--- src/rtl/sha256_compress_core.sv ---
// Iterative SHA-256 compression core: one round per clock, 16-word rolling
// message schedule, hash chaining across blocks and a streamed 8-word digest.
module sha256_compress_core #(
  parameter bit IV_CHAIN = 1'b1
) (
  input  logic        clk,
  input  logic        rst,
  input  logic        in_valid,
  output logic        in_ready,
  input  logic [31:0] in_data,
  input  logic        in_last,
  output logic [5:0]  k_addr,
  input  logic [31:0] k_data,
  output logic        out_valid,
  input  logic        out_ready,
  output logic [31:0] out_data,
  output logic        busy
);

  localparam int unsigned WORD_W = 32;

  localparam logic [WORD_W-1:0] IV [8] = '{
    32'h6a09e667, 32'hbb67ae85, 32'h3c6ef372, 32'ha54ff53a,
    32'h510e527f, 32'h9b05688c, 32'h1f83d9ab, 32'h5be0cd19
  };

  typedef enum logic [1:0] {S_LOAD, S_ROUND, S_FINAL, S_OUT} state_t;

  function automatic logic [WORD_W-1:0] bsig0(input logic [WORD_W-1:0] x);
    return {x[1:0], x[31:2]} ^ {x[12:0], x[31:13]} ^ {x[21:0], x[31:22]};
  endfunction

  function automatic logic [WORD_W-1:0] bsig1(input logic [WORD_W-1:0] x);
    return {x[5:0], x[31:6]} ^ {x[10:0], x[31:11]} ^ {x[24:0], x[31:25]};
  endfunction

  function automatic logic [WORD_W-1:0] ssig0(input logic [WORD_W-1:0] x);
    return {x[6:0], x[31:7]} ^ {x[17:0], x[31:18]} ^ (x >> 3);
  endfunction

  function automatic logic [WORD_W-1:0] ssig1(input logic [WORD_W-1:0] x);
    return {x[16:0], x[31:17]} ^ {x[18:0], x[31:19]} ^ (x >> 10);
  endfunction

  state_t            state_q, state_d;
  logic [3:0]        cnt_q, cnt_d;
  logic [5:0]        rnd_q, rnd_d;
  logic [2:0]        idx_q, idx_d;
  logic              last_q, last_d;
  logic              in_ready_q, in_ready_d;
  logic              out_valid_q, out_valid_d;
  logic              busy_q, busy_d;
  logic [WORD_W-1:0] out_data_q, out_data_d;
  logic [WORD_W-1:0] h_q [8];
  logic [WORD_W-1:0] h_d [8];
  logic [WORD_W-1:0] wv_q [8];
  logic [WORD_W-1:0] wv_d [8];
  logic [WORD_W-1:0] w_q [16];
  logic [WORD_W-1:0] w_d [16];

  // Round datapath: schedule word, T1/T2 for the current round index
  logic [3:0]        it, i2, i7, i15;
  logic [WORD_W-1:0] w_new, wt, ch, maj, t1, t2;

  always_comb begin
    it    = rnd_q[3:0];
    i2    = it - 4'd2;
    i7    = it - 4'd7;
    i15   = it + 4'd1;
    w_new = ssig1(w_q[i2]) + w_q[i7] + ssig0(w_q[i15]) + w_q[it];
    wt    = (rnd_q[5:4] == 2'd0) ? w_q[it] : w_new;
    ch    = (wv_q[4] & wv_q[5]) ^ (~wv_q[4] & wv_q[6]);
    maj   = (wv_q[0] & wv_q[1]) ^ (wv_q[0] & wv_q[2]) ^ (wv_q[1] & wv_q[2]);
    t1    = wv_q[7] + bsig1(wv_q[4]) + ch + k_data + wt;
    t2    = bsig0(wv_q[0]) + maj;
  end

  // Next-state and registered-output logic
  always_comb begin
    state_d    = state_q;
    cnt_d      = cnt_q;
    rnd_d      = rnd_q;
    idx_d      = idx_q;
    last_d     = last_q;
    out_data_d = out_data_q;
    h_d        = h_q;
    wv_d       = wv_q;
    w_d        = w_q;

    case (state_q)
      S_LOAD: begin
        if (in_valid && in_ready_q) begin
          w_d[cnt_q] = in_data;
          cnt_d      = cnt_q + 4'd1;
          if (cnt_q == 4'd15) begin
            last_d  = in_last;
            wv_d    = h_q;
            rnd_d   = 6'd0;
            state_d = S_ROUND;
          end
        end
      end
      S_ROUND: begin
        rnd_d = rnd_q + 6'd1;
        if (rnd_q[5:4] != 2'd0) w_d[it] = w_new;
        wv_d[0] = t1 + t2;
        wv_d[1] = wv_q[0];
        wv_d[2] = wv_q[1];
        wv_d[3] = wv_q[2];
        wv_d[4] = wv_q[3] + t1;
        wv_d[5] = wv_q[4];
        wv_d[6] = wv_q[5];
        wv_d[7] = wv_q[6];
        if (rnd_q == 6'd63) state_d = S_FINAL;
      end
      S_FINAL: begin
        for (int i = 0; i < 8; i++) h_d[i] = h_q[i] + wv_q[i];
        if (last_q) begin
          idx_d      = 3'd0;
          out_data_d = h_q[0] + wv_q[0];
          state_d    = S_OUT;
        end else begin
          state_d = S_LOAD;
        end
        last_d = 1'b0;
      end
      S_OUT: begin
        if (out_valid_q && out_ready) begin
          if (idx_q == 3'd7) begin
            if (IV_CHAIN) h_d = IV;
            idx_d      = 3'd0;
            out_data_d = '0;
            state_d    = S_LOAD;
          end else begin
            idx_d      = idx_q + 3'd1;
            out_data_d = h_q[3'(idx_q + 3'd1)];
          end
        end
      end
      default: state_d = S_LOAD;
    endcase

    in_ready_d  = (state_d == S_LOAD);
    out_valid_d = (state_d == S_OUT);
    busy_d      = (state_d != S_LOAD);
  end

  always_ff @(posedge clk) begin
    if (rst) begin
      state_q     <= S_LOAD;
      cnt_q       <= 4'd0;
      rnd_q       <= 6'd0;
      idx_q       <= 3'd0;
      last_q      <= 1'b0;
      in_ready_q  <= 1'b1;
      out_valid_q <= 1'b0;
      busy_q      <= 1'b0;
      out_data_q  <= '0;
      h_q         <= IV;
      for (int i = 0; i < 8; i++) wv_q[i] <= '0;
      for (int i = 0; i < 16; i++) w_q[i] <= '0;
    end else begin
      state_q     <= state_d;
      cnt_q       <= cnt_d;
      rnd_q       <= rnd_d;
      idx_q       <= idx_d;
      last_q      <= last_d;
      in_ready_q  <= in_ready_d;
      out_valid_q <= out_valid_d;
      busy_q      <= busy_d;
      out_data_q  <= out_data_d;
      h_q         <= h_d;
      wv_q        <= wv_d;
      w_q         <= w_d;
    end
  end

  assign in_ready  = in_ready_q;
  assign out_valid = out_valid_q;
  assign out_data  = out_data_q;
  assign busy      = busy_q;
  // The round counter is zero outside ROUND, so it doubles as the ROM address
  assign k_addr    = rnd_q;

endmodule

--- config.mk ---
export PLATFORM = sky130hd
export DESIGN_NAME = sha256_compress_core
export DESIGN_NICKNAME = d
export VERILOG_FILES = /design/src/rtl/sha256_compress_core.sv
export SDC_FILE = /design/constraint.sdc
export NUM_CORES = 2
export LEC_CHECK = 0
export ABC_CLOCK_PERIOD_IN_PS = 13110
export CORE_MARGIN = 8
export CORE_UTILIZATION = 59
export DETAILED_ROUTE_END_ITERATION = 10
export GPL_TIMING_DRIVEN = 0
export MAX_ROUTING_LAYER = met4
export PLACE_DENSITY = 0.76
export RECOVER_POWER = 100
export SLEW_MARGIN = 30
export SYNTH_ARGS = -nofsm -noshare
export SYNTH_HDL_FRONTEND = slang
export SYNTH_SLANG_ARGS = --single-unit
export TNS_END_PERCENT = 50
--- constraint.sdc ---
create_clock -name clk -period 13.11 [get_ports clk]
set_clock_uncertainty 0.1 [all_clocks]
set_input_delay 1.9665 -clock clk [delete_from_list [all_inputs] [get_ports clk]]
set_output_delay 1.9665 -clock clk [all_outputs]
set_load 0.05 [all_outputs]
==> results of run 1 <==
==> per-layer routing <==
layer  track usage  overflow
met5             -         -
met4         0.686         3
met3         0.493         0
met2         0.853         2
met1         0.661         0
==> cell families after synthesis <==
| kind of cell | count (synthesis) | share of synthesized area |
|---|---|---|
| adder cells (fa/ha/maj) | 581 | 0.106 |
| buffers and inverters | 1253 | 0.0580 |
| flip-flops | 1075 | 0.261 |
| multiplexers | 652 | 0.168 |
| AO/OA/AOI/OAI | 2602 | 0.211 |
| XOR/XNOR | 584 | 0.0625 |
| AND/OR/NAND/NOR | 2597 | 0.133 |
==> through the flow <==
stage               setup slack, ns  cells
floorplan                   -0.0123   9344
global placement              -6.83  11300
detailed placement            -6.40  11400
CTS                          -0.135  11700
==> timing repair <==
action / 4_1_cts
hold buffers: 0
gates cloned: 3
pin swaps: 128
resized for setup: 401
endpoints found under the setup margin: 59
buffers inserted: 136
==> reports/results.ini, run 1 <==
[outcome]
status = did not finish
lastStage = 5_1_grt
firstError = [ERROR GRT-0116] Global routing finished with congestion. Check the congestion regions in the DRC Viewer.

[place]
gp_congestion = 1.33
hpwlAfterDp_um = 364000
io_buffer_count = 109
dpl_cell_area_sq_um = 87100

[global_routing]
grt_pass1_wl_um = 719000
grt_pass1_vias = 91400
grt_max_degree = 18
overflow = 5
grt_usage = 0.683

[yosys]
syn_area_sq_um = 82300
synth_seq_cells = 1075
synth_edf_count = 0
yosysWarnings = 0
yosysSeqAreaShare = 0.261
synthFlopType = dfxtp_1
synthArstFlopShare = 0
synth.area.top_cells = dfxtp_1 (26%), mux4_2 (15%), ha_1 (5.8%)
synth.most_common_cell = dfxtp_1
yosysTopAreaCell = dfxtp_1
synth_nets = 9992
synthDistinctLibCells = 85
synth_top_area_share = 0.261
avgSynthCellArea_sq_um = 8.81
synth_common_cells = dfxtp_1 (1,075), nor2_1 (1,074), nand2_1 (936), o21ai_0 (702), clkbuf_1 (685)
syn_inst = 9344

[clock_network]
h-tree-depth = 4
root_buffer = clkbuf_16
cts_buffers = 136
cts_sinks = 1075
cts.path.max_buffers = 3

[die]
die_x_um = 389
rows = 137
io_pins = 110
start_util = 0.592
die_h_um = 389

==> run 2, diff against run 1 <==
Settings changed: ABC_CLOCK_PERIOD_IN_PS 13110 to 17000, CORE_UTILIZATION 59 to 40, MAX_ROUTING_LAYER met4 to default, PLACE_DENSITY 0.76 to default, PLACE_DENSITY_LB_ADDON from default to 0.15.
Clock period 13.11 ns to 17 ns, I/O delays scaled along.
==> reports/results.ini, run 2 <==
[outcome]
status = finished, violations left  ; was did not finish
violations = design-rule violations, max-capacitance violations, max-slew violations, negative setup slack

[route]
num_vias = 87400
wire_per_inst_um = 42.6
drt_iter0_drc = 13400
met2_length_um = 224000
wl_met1_um = 177000
routed_wl_um = 533000
vias_per_cell = 6.98
wl_met3_um = 60900
ant_nets = 0
drc_errors = 2
highest_layer = met5
drt-pass1-iter-count = 10

[finish]
nFillCells = 20000
largest_reg_flops = 512
stdcell_count = 12500
layout_commonest_cell = dfxtp_1
multi_input_area_sq_um = 56600
layout_common_cells = dfxtp_1 (1,073), nor2_1 (1,069), nand2_1 (936)
drive_gt1_frac = 0.124
finalNetCount = 10300
reg_top3 = w_q (512), h_q (256), wv_q (256)
top_register = w_q
regArea_sq_um = 21500
areaGrowthSynthToFinish_pct = 14.5

[clock_network]
cts_tree = yes
cts.path.max_buffers = 3  ; unchanged
cts_buffers = 145  ; was 136
root_buffer = clkbuf_16  ; unchanged
clk_pin_slew_ns = 0.06
postCtsHoldBufs = 0  ; unchanged
h-tree-depth = 4  ; unchanged
insertion_delay_ns = 0.87
cts_sinks = 1075  ; unchanged

[sta]
final_hold_viol_count = 0
relSlewSlack = -0.223
fmax_ghz = 0.0583
slew_violations = 170
setup_ws_ns = -0.139
worst_pin_slew_ns = 1.83
period_needed_ns = 17.14
totalNegativeSetupSlack_ns = -0.213
finalCritPeriodShare = 1.01
setup_viol = 3

[global_routing]
grt_max_degree = 29
grt_usage = 0.461
antenna_found_initial = 31
overflow = 0
grt_pass1_wl_um = 705000
grt_pass1_vias = 81000

[critical_path]
crit_arrival_ns = 17.75
worst_path_max_delay_cell = xor2_1
crit_path_start_kind = flop
cp-end-kind = flop
cp_max_fo = 10
cp.required_ns = 17.62
critPathKind = flop to flop
max_stage_delay_ns = 1.05

[die]
start_util = 0.402  ; was 0.592
die_h_um = 470  ; was 389 um
core-area_sq_um = 205000
io_pins = 110  ; unchanged
die_area_sq_um = 221000
rows = 166  ; was 137
die_x_um = 470  ; was 389 um

[yosys]
syn_inst = 9344  ; unchanged
synthDistinctLibCells = 85  ; unchanged
yosysSeqAreaShare = 0.261  ; unchanged
synth.most_common_cell = dfxtp_1  ; unchanged
yosysWarnings = 0  ; unchanged
synth_top_area_share = 0.261  ; unchanged
synthFlopType = dfxtp_1  ; unchanged
syn_area_sq_um = 82300  ; unchanged
synth.area.top_cells = dfxtp_1 (26%), mux4_2 (15%), ha_1 (5.8%)  ; unchanged
synth_edf_count = 0  ; unchanged
synth_nets = 9992  ; unchanged
synthArstFlopShare = 0  ; unchanged
avgSynthCellArea_sq_um = 8.81  ; unchanged
synth_common_cells = dfxtp_1 (1,075), nor2_1 (1,074), nand2_1 (936), o21ai_0 (702), clkbuf_1 (685)  ; unchanged
synth_seq_cells = 1075  ; unchanged
yosysTopAreaCell = dfxtp_1  ; unchanged

[place]
hpwlAfterDp_um = 433000  ; was 364,000 um
io_buffer_count = 109  ; unchanged
gp_congestion = 1.15  ; was 1.33
dpl.cell_count = 12200  ; was 11,400

[pwr]
p_total_mw = 7.08
leakage_nw = 35.5
ir_drop_mv = 0.120
power_density_nw_per_um2 = 75.1

[flow_run]
drv_cap = 16

[min_path]
hold_class = flop to flop

-- run 2: timing repair --
action	CTS	global route
setup endpoints to repair	47	14
pin swaps	3	5
resized for setup	57	26
setup buffers	3	3
-- run 2: logic make-up (layout without fill, tap and decap cells) --
group | after synthesis | count (layout) | share of synthesized area
compound gates | 2602 | 2602 | 0.211
simple gates | 2597 | 2597 | 0.133
buf+inv | 1253 | 1705 | 0.0580
flops | 1075 | 1075 | 0.261
mux | 652 | 652 | 0.168
xor+xnor | 584 | 584 | 0.0625
fa+ha+maj | 581 | 581 | 0.106
other cells | 0 | 38 | 0
-- run 2: layout make-up --
class                      count  area share
antenna                       38     0.00101
buffer                       779      0.0349
clock buffer                 207      0.0438
clock inverter                50     0.00664
inverter                     465      0.0185
multi-input combinational   7016       0.600
sequential                  1075       0.228
tap                         2688      0.0357
timing repair buffer         204      0.0308
-- run 2: final timing paths --
| kind | startpoint | to | slack, ns | cells past startpoint |
|---|---|---|---|---|
| max reg2reg | k_addr[1] | wv_q[255] | -0.14 | 43 |
| min reg2reg | idx_q[1] | idx_q[1] | 0.37 | 2 |
| max | k_addr[1] | wv_q[255] | -0.14 | 43 |
| min | idx_q[1] | idx_q[1] | 0.37 | 2 |
-- run 2: metrics by stage --
stage	setup slack, ns	utilization	hold slack, ns	cell area, sq um
floorplan	2.52	-	0.336	82300
global placement	-8.15	0.424	0.346	86800
detailed placement	-4.35	0.436	0.360	89200
CTS	0.000949	0.461	0.371	94300
global route	-0.0214	0.460	0.414	94200
finish	-0.139	0.461	0.373	94300
-- run 2: worst max-delay path, delay by kind of cell (launching register included) --
| family | cells | cell delay (ns) |
|---|---|---|
| adder cells (fa/ha/maj) | 8 | 3.39 |
| buffers and inverters | 13 | 5.09 |
| AO/OA/AOI/OAI | 12 | 3.75 |
| AND/OR/NAND/NOR | 3 | 0.42 |
| flip-flops | 1 | 0.83 |
| multiplexers | 3 | 1.29 |
| XOR/XNOR | 4 | 1.98 |
-- run 2: power by group --
part / switching, mW / total, mW / internal [mW]
logic: 0.949 / 1.29 / 0.340
registers: 0.0234 / 2.56 / 2.54
clock network: 1.37 / 3.23 / 1.86
total: 2.35 / 7.08 / 4.74
-- run 2: metal layers --
| layer | vias to the layer above | global-route usage |
|---|---|---|
| met3 | 2124 | 0.148 |
| li1 | 35200 | - |
| met2 | 7095 | 0.690 |
| met5 | - | 0 |
| met4 | 4 | 0.471 |
| met1 | 43000 | 0.501 |
(Power assumes the default switching activity.)
